`config.mk`:
```
export PLATFORM = sky130hd
export DESIGN_NAME = switch_box_config_loader
export DESIGN_NICKNAME = d
export VERILOG_FILES = /design/src/rtl/switch_box_config_loader.sv
export SDC_FILE = /design/constraint.sdc
export NUM_CORES = 1
export LEC_CHECK = 0
export CAP_MARGIN = 20
export CELL_PAD_IN_SITES_DETAIL_PLACEMENT = 1
export CELL_PAD_IN_SITES_GLOBAL_PLACEMENT = 2
export CORE_ASPECT_RATIO = 1.1
export CORE_MARGIN = 3
export CORE_UTILIZATION = 42
export CTS_CLUSTER_DIAMETER = 100
export DETAILED_ROUTE_END_ITERATION = 6
export GPL_ROUTABILITY_DRIVEN = 1
export HOLD_SLACK_MARGIN = 0.08
export MAX_ROUTING_LAYER = met4
export PLACE_DENSITY_LB_ADDON = 0.1
export SLEW_MARGIN = 10
export SYNTH_ARGS = -nofsm -noshare
export SYNTH_HDL_FRONTEND = slang
export SYNTH_SLANG_ARGS = --single-unit
```
`constraint.sdc`:
```
create_clock -name clk -period 9.45 [get_ports clk]
set_input_delay 1.4175 -clock clk [delete_from_list [all_inputs] [get_ports clk]]
set_output_delay 1.4175 -clock clk [all_outputs]
set_load 0.05 [all_outputs]
```
`src/rtl/switch_box_config_loader.sv`:
```
// Streams byte-wide configuration beats into a shadow register and commits the
// whole switch-box vector atomically once a correctly sized frame completes.
module switch_box_config_loader #(
  parameter  int WS = 8,
  parameter  int WD = 8,
  localparam int CW = WS*6 + (WD/2)*6,
  localparam int NW = (CW + 7) / 8
) (
  input  logic          clk,
  input  logic          rst,
  input  logic          cfg_valid,
  output logic          cfg_ready,
  input  logic [7:0]    cfg_data,
  input  logic          cfg_last,
  output logic [CW-1:0] c,
  output logic          busy,
  output logic          cfg_done,
  output logic          cfg_error
);

  localparam int CNT_W = (NW > 1) ? $clog2(NW) : 1;
  localparam logic [CNT_W-1:0] LAST_BEAT = CNT_W'(NW - 1);

  typedef enum logic [2:0] {S_IDLE, S_LOAD, S_DRAIN, S_COMMIT, S_REJECT} state_t;

  state_t           r_state;
  logic [CNT_W-1:0] r_cnt;
  logic [CW-1:0]    r_shadow;
  logic [CW-1:0]    r_c;
  logic             r_done;
  logic             r_error;

  logic             w_acc;
  logic             w_wr;
  logic [NW-1:0]    w_beat_sel;
  logic [CW-1:0]    w_shadow_next;

  assign cfg_ready = !rst && (r_state == S_IDLE || r_state == S_LOAD || r_state == S_DRAIN);
  assign w_acc     = cfg_valid && cfg_ready;
  assign w_wr      = w_acc && (r_state == S_IDLE || r_state == S_LOAD);
  assign busy      = (r_state != S_IDLE);
  assign c         = r_c;
  assign cfg_done  = r_done;
  assign cfg_error = r_error;

  // Each beat owns one byte lane of the shadow; the top lane is clipped to CW.
  genvar gi;
  generate
    for (gi = 0; gi < NW; gi++) begin : g_lane
      localparam int LO = gi * 8;
      localparam int HI = (gi * 8 + 7 < CW) ? gi * 8 + 7 : CW - 1;
      assign w_beat_sel[gi] = (r_cnt == CNT_W'(gi));
      assign w_shadow_next[HI:LO] = (w_wr && w_beat_sel[gi]) ? cfg_data[HI-LO:0]
                                                              : r_shadow[HI:LO];
    end
  endgenerate

  always_ff @(posedge clk or posedge rst) begin
    if (rst) begin
      r_state  <= S_IDLE;
      r_cnt    <= '0;
      r_shadow <= '0;
      r_c      <= '0;
      r_done   <= 1'b0;
      r_error  <= 1'b0;
    end else begin
      r_done   <= 1'b0;
      r_error  <= 1'b0;
      r_shadow <= w_shadow_next;
      case (r_state)
        S_IDLE: begin
          if (w_acc) begin
            if (cfg_last) begin
              r_state <= (NW == 1) ? S_COMMIT : S_REJECT;
            end else if (NW == 1) begin
              r_state <= S_DRAIN;
            end else begin
              r_state <= S_LOAD;
              r_cnt   <= CNT_W'(1);
            end
          end
        end
        S_LOAD: begin
          if (w_acc) begin
            if (cfg_last) begin
              r_state <= (r_cnt == LAST_BEAT) ? S_COMMIT : S_REJECT;
            end else if (r_cnt == LAST_BEAT) begin
              r_state <= S_DRAIN;
            end else begin
              r_cnt <= r_cnt + CNT_W'(1);
            end
          end
        end
        S_DRAIN: begin
          if (w_acc && cfg_last) r_state <= S_REJECT;
        end
        S_COMMIT: begin
          r_c     <= r_shadow;
          r_done  <= 1'b1;
          r_state <= S_IDLE;
          r_cnt   <= '0;
        end
        S_REJECT: begin
          r_error <= 1'b1;
          r_state <= S_IDLE;
          r_cnt   <= '0;
        end
        default: begin
          r_state <= S_IDLE;
          r_cnt   <= '0;
        end
      endcase
    end
  end

endmodule

```
# Word level (Yosys, flattened, before mapping)
# Cells that the tools add are included.
[totals]
out_inout_bits = 76
input_bits = 12
ff_bits = 153
word_cells = 72
[op_classes]
add_sub_neg = 1
eq_ne = 19
muxes = 16
bitwise_logic = 1
n_reduce_logical = 21
[op_table]
columns = ["cell", "count"]
rows = [
  ["2-to-1 mux 3 bit", 7],
  ["2-to-1 mux 4 bit", 5],
  ["== test 4 x 3 -> 1 bit (second input constant)", 4],
  ["logical AND 1 bit", 13],
  ["case mux 4 bit (3 select lines)", 1],
  ["!= test 2 bit (second input constant)", 5],
  ["case mux 3 bit (3 select lines)", 1],
  ["== test 4 x 2 -> 1 bit (second input constant)", 2],
  ["== test 3 x 2 -> 1 bit (second input constant)", 2],
  ["AND reduction 6 bit", 1],
  ["adder 4 x 1 -> 4 bit (second input constant)", 1],
  ["== test 4 x 1 -> 1 bit (second input constant)", 1],
  ["== test 4 bit (second input constant)", 1],
  ["zero test 4 bit", 1],
  ["AND reduction 4 bit", 1],
  ["== test 3 x 1 -> 1 bit (second input constant)", 1],
  ["== test 3 bit (second input constant)", 1],
  ["zero test 3 bit", 1],
  ["!= test 3 bit (second input constant)", 1],
  ["nonzero test 3 bit", 1],
  ["logical OR 1 bit", 2],
  ["2-to-1 mux 1 bit", 2],
  ["!= test 2 x 1 -> 1 bit (second input constant)", 1],
  ["zero test 1 bit", 1],
  ["NOT 1 bit", 1],
]

# Logic depth before layout (Yosys ltp)
# Gate-level depths: netlist (run 1).
[logic_depth]
word_depth = 8
depth_mapped = 6
depth_no_buf = 5

# Worst setup path after synthesis (run 1)
# Ideal clock, no wire load.
[synth_path]
path_kind = "input-to-reg"
start = "in rst"
end = "reg r_state[1]"
setup_ns = 0.124
path_slack_ns = 4.180
required_time_ns = 9.326
n_path_buf = 0
stages = 3
t_arrival_ns = 5.146
path_cell_list = "inv_1 > a311o_1 > a21oi_1"
[synth_via]
elab_chain_len = 6
word_cells_on_any_way = 8
classes_between = "eq/ne (3); reduce/logical (5)"
[synth_lines]
columns = ["item", "line_no", "text"]
rows = [
  ["start: declaration", "10", "input logic rst,"],
  ["zero test 1 bit (no source line) *", "n/a", ""],
  ["logical AND 1 bit *", "38", "assign cfg_ready = !rst && (r_state == S_IDLE || r_state == S_LOAD || r_state == S_DRAIN);"],
  ["logical AND 1 bit *", "39", "assign w_acc = cfg_valid && cfg_ready;"],
  ["logical AND 1 bit", "95", "if (w_acc && cfg_last) r_state <= S_REJECT;"],
  ["!= test 2 x 1 -> 1 bit (no source line)", "n/a", ""],
  ["AND reduction 4 bit (no source line) *", "n/a", ""],
  ["end signal: assignment", "74", "r_state <= (NW == 1) ? S_COMMIT : S_REJECT;"],
  ["end signal: assignment", "86", "r_state <= (r_cnt == LAST_BEAT) ? S_COMMIT : S_REJECT;"],
  ["end: declaration", "26", "state_t r_state;"],
]
# Mark *: on every way between the ends. The rest lies on a longest branch, timed or not.
# A chain may end at the register's enable or synchronous reset.

# Worst setup path after layout (run 1)
[layout_path]
start = "in rst"
end = "out cfg_ready"
[layout_via]
elab_chain_len = 2
[layout_lines]
columns = ["item", "line_no", "text"]
rows = [
  ["zero test 1 bit (no source line)", "n/a", ""],
  ["logical AND 1 bit", "38", ""],
  ["end: declaration", "12", "output logic cfg_ready,"],
]
# Every way passes these cells.

==> metrics.cfg, run 1 <==
[timing]
drv_slew = 0
worst_pin_slew_ns = 0.7983
finalCriticalPeriod_ns = 4.396
fin_crit_sh = 0.4652
tns_ns = 0
rsz0062_at_grt = false
skew_ns = 0.008058
max_slew_margin = 0.4603
finalHoldViolCount = 0
timing.fmax_mhz = 227.5
setup_violations = 0

[die]
initial_core_util = 0.4307
std_cell_rows = 45
fp.coreArea_um2 = 13910
dieArea_um2 = 15730
die_y_um = 131.2
dieWidth_um = 119.9
io_pins = 88

[setup_path]
cpMaxStageDelayCell = clkdlybuf4s50_1
reg2reg_depth = 3
max_stage_delay_ns = 0.81
crit_top_cell = clkdlybuf4s50_1
worstPathArrival_ns = 2.98
cp_cell_sequence = clkdlybuf4s50_1 > nor2_1 > clkdlybuf4s50_1
end_kind = primary output
cpLargestDelayFamily = buffers and inverters
critPathBufInv = 2
rrSetupSlack_ns = 7.25
reg2reg_from = r_state[2]
cp.required_ns = 8.03
cp-start-kind = input port
worstSetupPathType = input port to primary output
crit_path_max_fanout = 6
r2r-end = r_shadow[60]

[route]
wl_per_cell_um = 19.27
drtIter0Drc = 155
vias_per_cell = 5.081
postRouteAntennaNets = 0
routed_wl_um = 12910
drc = 0
first_pass_iters = 4
vias = 3404

[placed_design]
hpwlAfterDp_um = 8166
io_buffers = 87
routabilityCongestion = 0.7340

[global_route]
antenna_found_initial = 0
overflow = 0
grt_pass1_vias = 3803
grt_max_degree = 82
grt_pass1_wl_um = 21020
grt.total_usage = 0.1817

[cells_and_area]
area_delta_synth_final_pct = 28.66
drive_above_1_share = 0.3776
fin_nets = 485
most-common-layout-cells = dfrtp_1 (153), mux2_2 (142), clkdlybuf4s50_1 (87)
antenna_cells = 0
mostFrequentLayoutCell = dfrtp_1
post-route-util = 0.5541

[cts]
cts_buffer_depth = 2
cts_root_buf = clkbuf_16
cts.htree.levels = 4
insertion_delay_ns = 0.42
cts_buffers = 17
cts_hold_buf = 0
cts.clk_slew.worst_paths_ns = 0.06
cts_tree = built
cts_resized = 0
clkSinkCount = 153
cts_setup_buffers = 0

[logic_synthesis]
synthMuxAreaShare = 0.2707
synth_xor_area_frac = 0
synth.avg_cell_area_um2 = 15.97
syn_area_um2 = 5989
synth_cells = 375
synth_edf_count = 0
yosysWarningCount = 0
synth_cell_types = 37
async_flop_share = 1.000
synthAdderAreaFrac = 0.008356
syn_nets = 391
synth_top_family_by_area = multiplexers
synth_seq_cells = 153
seq_area_frac_synth = 0.6392
synth_compound_area_frac = 0.01588
ys.flop_type = dfrtp_1
synthSimpleGateAreaFrac = 0.04679

[hold_path]
whs_path_depth = 1
hold_start = r_shadow[68]
whs_endpoint = r_shadow[68]
min_path_type = flip-flop to flip-flop

[power_and_ir_drop]
p_leak_nw = 3.721
totalPowerFinal_mw = 1.906
power_density_nw_per_um2 = 247.3
peakVddDrop_v = 0.00009930

[flow_run]
cap_violations = 0

[status]
outcome = complete, no violations

==> worst register-to-register path: cells and delay by family, from the launching register on <==
family,cells,cell delay (ns)
simple gates,2,1.16
mux,1,0.41
flops,1,0.52
==> cells by family after synthesis <==
group,after synthesis
muxes,144
buffers and inverters,23
DFF,153
and+or+nand+nor,38
AOI/OAI and AO/OA,13
adders and majority gates,4
==> cells in the mapped netlist, types with 2 or more instances <==
library cell | n | area (um2)
ha_1 | 4 | 50.05
mux2_1 | 2 | 22.52
mux2_2 | 142 | 1599
nand2b_1 | 2 | 12.51
nand3_2 | 4 | 40.04
buf_4 | 4 | 30.03
a21oi_1 | 3 | 15.01
a32o_1 | 2 | 20.02
o22ai_1 | 2 | 12.51
buf_2 | 10 | 50.05
and3_1 | 5 | 31.28
clkbuf_1 | 2 | 7.510
nor2_1 | 5 | 18.77
nand3b_1 | 2 | 15.01
dfrtp_1 | 153 | 3829
nor3b_1 | 3 | 22.52
inv_1 | 7 | 26.28
nor2b_1 | 2 | 12.51
or3_1 | 3 | 18.77
==> how the worst max path moves through the flow <==
stage / endpoint / from / slack [ns] / cells after the start
2_1_floorplan: c[0] / rst / 3.89 / 1
3_3_place_gp: cfg_ready / rst / 5.06 / 3
3_5_place_dp: cfg_ready / rst / 5.05 / 3
4_1_cts: cfg_ready / rst / 5.04 / 3
5_1_grt: cfg_ready / rst / 5.01 / 3
6_report: cfg_ready / rst / 5.05 / 3
==> per-stage QoR <==
stage	area (um2)	std cells	hold WS, ns	worst slack (ns)
floorplan	5989	375	0.4541	3.892
global placement	7036	637	0.4697	5.064
detailed placement	7036	637	0.4880	5.053
CTS	7679	669	0.5011	5.043
global route	7706	670	0.5152	5.005
finish	7706	670	0.4983	5.054
==> sequential cells by signal, summed over array words and instances (netlist names) <==
| register | cells |
|---|---|
| r_cnt | 4 |
| cfg_done | 1 |
| c | 72 |
| r_shadow | 72 |
| cfg_error | 1 |
| r_state | 3 |
==> cell type report <==
class,count,area [um2]
inverters,7,31.28
clock buffers,26,509.2
repair buffers,91,920.9
well taps,188,235.2
fillers,1359,6201
multi-input cells,199,2047
clock inverters,6,133.9
flip-flops and latches,153,3829
==> report_power, final <==
| part | internal [mW] | switching (mW) |
|---|---|---|
| Combinational | 0.152 | 0.192 |
| Sequential | 0.769 | 0.0684 |
| Clock | 0.478 | 0.247 |
==> metal layers <==
layer / global-route usage / share of wire / vias to the layer above
met2: 0.2883 / 0.50 / 70
met3: 0.03788 / 0.030 / 20
met4: 0.07002 / 0.018 / 0
met5: - / 0 / -
li1: - / - / 1532
met1: 0.2304 / 0.45 / 1782
No activity file was read; power rests on OpenSTA's default activity.
==> run 2, diff against run 1 <==
--- a/config.mk
+++ b/config.mk
@@ -10,7 +10,7 @@
 export CELL_PAD_IN_SITES_GLOBAL_PLACEMENT = 2
 export CORE_ASPECT_RATIO = 1.1
 export CORE_MARGIN = 3
-export CORE_UTILIZATION = 42
+export CORE_UTILIZATION = 39
 export CTS_CLUSTER_DIAMETER = 100
 export DETAILED_ROUTE_END_ITERATION = 6
 export GPL_ROUTABILITY_DRIVEN = 1
==> constraint.sdc (replaced) <==
create_clock -name clk -period 4.38 [get_ports clk]
set_input_delay 0.657 -clock clk [delete_from_list [all_inputs] [get_ports clk]]
set_output_delay 0.657 -clock clk [all_outputs]
set_load 0.05 [all_outputs]
==> run 2 against run 1 <==
Total power increased by 110%. Utilization shrank 3.5 points. Register-to-register slack worse by 5.1 ns. Flip-flop and latch count unchanged. Clock power rose by 100%. Setup slack lost 3.5 ns. Design area is 0.67% lower. Die area up 7.3%.
==> metrics.cfg, run 2 (synthesis results as in run 1) <==
[die]
dieWidth_um = 124.2  ; +3.6%
std_cell_rows = 46  ; +2.2%
fp.coreArea_um2 = 14730  ; +5.9%
dieArea_um2 = 16880  ; +7.3%
initial_core_util = 0.4065  ; -0.02417
die_y_um = 136.0  ; +3.6%
io_pins = 88  ; unchanged

[cts]
insertion_delay_ns = 0.41  ; about the same
cts_resized = 0  ; unchanged
cts.clk_slew.worst_paths_ns = 0.05  ; about the same
clkSinkCount = 153  ; unchanged
cts.htree.levels = 4  ; unchanged
cts_root_buf = clkbuf_16
cts_setup_buffers = 0  ; unchanged
cts_buffers = 17  ; unchanged
cts_buffer_depth = 2  ; unchanged
cts_hold_buf = 0  ; unchanged
cts_tree = built

[status]
outcome = complete, no violations

[route]
wl_per_cell_um = 19.14  ; -0.69%
drtIter0Drc = 133  ; -14%
postRouteAntennaNets = 0  ; unchanged
first_pass_iters = 4  ; unchanged
vias_per_cell = 5.064  ; -0.33%
vias = 3408  ; +0.12%
routed_wl_um = 12880  ; -0.25%
drc = 0  ; unchanged

[global_route]
grt_max_degree = 154  ; +88%
grt_pass1_wl_um = 20830  ; -0.88%
grt_pass1_vias = 3738  ; -1.7%
antenna_found_initial = 0  ; unchanged
grt.total_usage = 0.1715  ; -0.01013
overflow = 0  ; unchanged

[timing]
fin_crit_sh = 0.6468
finalCriticalPeriod_ns = 2.833
setup_violations = 0  ; unchanged
skew_ns = 0.004151  ; -0.003907 ns
worst_pin_slew_ns = 0.8377  ; +0.03937 ns
tns_ns = 0  ; unchanged
finalHoldViolCount = 0  ; unchanged
worst_slack_ns = 1.547  ; -3.507 ns
rsz0062_at_grt = false
drv_slew = 0  ; unchanged
timing.fmax_mhz = 353.0
max_slew_margin = 0.4415  ; -0.01875

[cells_and_area]
most-common-layout-cells = dfrtp_1 (153), mux2_2 (142), clkdlybuf4s50_1 (87)
fin_nets = 484  ; -0.21%
drive_above_1_share = 0.3805  ; +0.002864
area_delta_synth_final_pct = 27.80
mostFrequentLayoutCell = dfrtp_1
antenna_cells = 0  ; unchanged
fillers = 1436  ; +5.7%

[setup_path]
worstPathArrival_ns = 2.18  ; -0.80 ns
cp.required_ns = 3.72  ; -4.31 ns
worstSetupPathType = input port to primary output
crit_path_max_fanout = 6  ; unchanged
end_kind = primary output
cp-start-kind = input port

[placed_design]
io_buffers = 87  ; unchanged
place_ws_ns = 1.490  ; -3.563 ns
routabilityCongestion = 0.7659  ; +4.3%
hpwlAfterDp_um = 8324  ; +1.9%

[flow_run]
cap_violations = 0  ; unchanged

[hold_path]
min_path_type = flip-flop to flip-flop

[power_and_ir_drop]
power_density_nw_per_um2 = 524.1  ; +110%
p_leak_nw = 3.693  ; -0.76%
peakVddDrop_v = 0.0002180  ; +120%

-- run 2: cell count changes in the layout (fill, tap and decap cells not counted), moves of 2 or more --
cell,before,now
bufinv_16,4,2
clkbuf_1,4,2
clkinv_2,1,4
clkinvlp_4,0,2
-- run 2: final cells by class --
class	count	area, um2	share of cell area
clock buffer	25	515.5	0.06734
multi-input combinational	199	2047	0.2674
timing repair buffer	90	905.9	0.1183
inverter	7	30.03	0.003923
tap	192	240.2	0.03138
clock inverter	7	87.58	0.01144
sequential	153	3829	0.5002
-- run 2: metal layers --
layer | vias to the layer above | GRT usage | part of all wire
met5 | - | - | 0
met4 | 0 | 0.06391 | 0.018
met3 | 17 | 0.03620 | 0.031
met2 | 62 | 0.2743 | 0.50
met1 | 1805 | 0.2152 | 0.45
li1 | 1524 | - | -
-- run 2: critical path, cell delays in order --
cell and delay, ns:
clkdlybuf4s50_1 0.55, nor2_1 0.16, clkdlybuf4s50_1 0.81
-- run 2: report_power, final --
| group | internal, mW | total, mW | switching (mW) |
|---|---|---|---|
| Sequential | 1.66 | 1.80 | 0.142 |
| Combinational | 0.326 | 0.741 | 0.415 |
| Clock | 0.926 | 1.47 | 0.544 |
-- run 2: through the flow --
stage          hold slack [ns]    util  std cells  power (mW)  instance area (um2)
3_5_place_dp            0.4883  0.4786        641       2.580                 7052
4_1_cts                 0.5012  0.5195        673       4.069                 7655
3_3_place_gp            0.4771  0.4786        641       2.549                 7052
5_1_grt                 0.5130  0.5195        673       4.205                 7655
6_report                0.4980  0.5195        673       4.012                 7655
2_1_floorplan           0.4541       -        375       2.316                 5993
-- run 2: path summary, 6_finish.rpt --
path | cells after the start | start | end | slack (ns)
setup / recovery | 3 | rst | cfg_ready | 1.55
hold / removal | 1 | r_shadow[19] | c[19] | 0.50
setup reg to reg | 3 | r_state[2] | r_shadow[38] | 2.15
hold reg to reg | 1 | r_shadow[19] | c[19] | 0.50
max in group asynchronous | 3 | rst | r_shadow[2] | 2.75
min in group asynchronous | 3 | rst | r_state[2] | 0.98
==> run 3, diff against run 2 <==
==> constraint.sdc (replaced) <==
create_clock -name clk -period 2.7 [get_ports clk]
set_input_delay 0.405 -clock clk [delete_from_list [all_inputs] [get_ports clk]]
set_output_delay 0.405 -clock clk [all_outputs]
set_load 0.05 [all_outputs]
==> run 3 against run 2 <==
Die area is the same. Design area decreased by 1.0%. Clock skew rose by 0.0049 ns. Largest cell class unchanged. Combinational power up 62%. Non-clock buffer count grew 2. Count of clock-buffer cells in the layout stayed put. Setup slack worse by 1.3 ns. Sequential share of layout area up 0.51 points. Worst hold slack got worse by 0.0098 ns. Sequential power is 62% higher. Global-route usage fell by 0.62 points.
==> metrics.cfg, run 3 (synthesis results as in run 1) <==
[status]
outcome = complete, no violations

[cts]
cts_tree = built
cts_root_buf = clkbuf_16
clkSinkCount = 153  ; unchanged
cts_buffers = 17  ; unchanged
insertion_delay_ns = 0.41  ; about the same
cts.htree.levels = 4  ; unchanged
cts_resized = 0  ; unchanged
cts_buffer_depth = 2  ; unchanged
cts_setup_buffers = 0  ; unchanged
cts.clk_slew.worst_paths_ns = 0.06  ; about the same
cts_hold_buf = 0  ; unchanged

[global_route]
grt_pass1_wl_um = 20340  ; -2.4%
antenna_found_initial = 0  ; unchanged
overflow = 0  ; unchanged
grt_max_degree = 154  ; unchanged
grt_pass1_vias = 3746  ; +0.21%
grt.total_usage = 0.1653  ; -0.006204

[route]
routed_wl_um = 12530  ; -2.7%
vias = 3412  ; +0.12%
drc = 0  ; unchanged
vias_per_cell = 5.085  ; +0.42%
drtIter0Drc = 163  ; +23%
postRouteAntennaNets = 0  ; unchanged
wl_per_cell_um = 18.68  ; -2.4%
first_pass_iters = 4  ; unchanged

[placed_design]
routabilityCongestion = 0.7417  ; -3.2%
place_inst = 643  ; +0.31%
dpl-instance-area_um2 = 7064  ; +0.18%
io_buffers = 87  ; unchanged
hpwlAfterDp_um = 8011  ; -3.8%

[timing]
whs_ns = 0.4882  ; -0.009798 ns
skew_ns = 0.009086  ; +0.004936 ns
worst_pin_slew_ns = 0.8256  ; -0.01212 ns
setup_violations = 0  ; unchanged
timing.fmax_mhz = 403.6
max_slew_margin = 0.4496  ; +0.008082
fin_crit_sh = 0.9176
drv_slew = 0  ; unchanged
rsz0062_at_grt = false
finalHoldViolCount = 0  ; unchanged
finalCriticalPeriod_ns = 2.478

[cells_and_area]
most-common-layout-cells = dfrtp_1 (153), mux2_2 (142), clkdlybuf4s50_1 (86)
fin_nets = 486  ; +0.41%
fin_cells = 671  ; -0.30%
seqCellArea_um2 = 3829  ; unchanged
fillers = 1451  ; +1.0%
drive_above_1_share = 0.3758  ; -0.004674
post-route-util = 0.5143  ; -0.005265
antenna_cells = 0  ; unchanged
mostFrequentLayoutCell = dfrtp_1
area_delta_synth_final_pct = 26.51
multiInputGateArea_um2 = 2047  ; unchanged
final_area_um2 = 7577  ; -1.0%

[setup_path]
cpMaxStageDelayCell = clkdlybuf4s50_1
cp_cell_sequence = or3_1 > clkdlybuf4s50_1
worstPathArrival_ns = 2.07  ; -0.11 ns
critPathBufInv = 1  ; -1
max_stage_delay_ns = 0.71  ; -0.10 ns
crit_path_max_fanout = 11  ; +5
end_kind = primary output
worstSetupPathType = flip-flop to primary output
cp.required_ns = 2.30  ; -1.42 ns
cpLargestDelayFamily = buffers and inverters
cp-start-kind = flip-flop

[power_and_ir_drop]
power_density_nw_per_um2 = 819.3  ; +56%
peakVddDrop_v = 0.0004024  ; +85%
netSwitchingFraction = 0.2803  ; +0.005818
intPower_mw = 4.468  ; +53%
totalPowerFinal_mw = 6.208  ; +55%
pwr-share-seq = 0.471  ; +0.022
combPwrFrac = 0.193  ; +0.008
p_clk_frac = 0.336  ; -0.031
p_leak_nw = 3.657  ; -0.99%
p_sw_mw = 1.740  ; +58%

[die]
dieArea_um2 = 16880  ; unchanged
std_cell_rows = 46  ; unchanged
initial_core_util = 0.4065  ; unchanged
dieWidth_um = 124.2  ; unchanged
die_y_um = 136.0  ; unchanged
io_pins = 88  ; unchanged
fp.coreArea_um2 = 14730  ; unchanged

[hold_path]
min_path_type = flip-flop to flip-flop

[flow_run]
cap_violations = 0  ; unchanged

run 3: stage by stage:
step	setup TNS, ns	setup slack (ns)
2_1_floorplan	-0.6620	-0.6620
3_3_place_gp	0	0.2848
3_5_place_dp	0	0.2570
4_1_cts	0	0.1881
5_1_grt	0	0.1544
6_report	0	0.2224
run 3: path summary, 6_finish.rpt:
path                                endpoint  slack [ns]          from  depth (start not counted)
min in group asynchronous       r_shadow[55]        0.78           rst                          3
max in group asynchronous       r_shadow[21]        1.28           rst                          3
worst max register to register  r_shadow[66]        0.66      r_cnt[0]                          5
worst min register to register  r_shadow[68]        0.49  r_shadow[68]                          1
worst max-delay path                    busy        0.22    r_state[2]                          2
worst min-delay path            r_shadow[68]        0.49  r_shadow[68]                          1
run 3: layer usage:
metal | part of all wire | GRT usage
met4 | 0.013 | 0.05113
met2 | 0.50 | 0.2608
met3 | 0.035 | 0.04203
met5 | 0 | -
met1 | 0.45 | 0.2106
run 3: area by class of cell:
class | count | share of cell area
repair buffers | 92 | 0.1212
inverters | 7 | 0.003963
clock inverters | 3 | 0.002312
well taps | 192 | 0.03170
clock buffers | 25 | 0.06539
multi-input cells | 199 | 0.2701
flip-flops and latches | 153 | 0.5053
run 3: power by group through the flow:
stage | Sequential, mW | Clock [mW] | Combinational (mW)
after floorplan | 3.21 | 0 | 0.549
after global placement | 2.95 | 0 | 1.18
after detailed placement | 2.97 | 0 | 1.21
after CTS | 2.93 | 2.15 | 1.22
after global routing | 2.98 | 2.25 | 1.28
final | 2.92 | 2.09 | 1.20
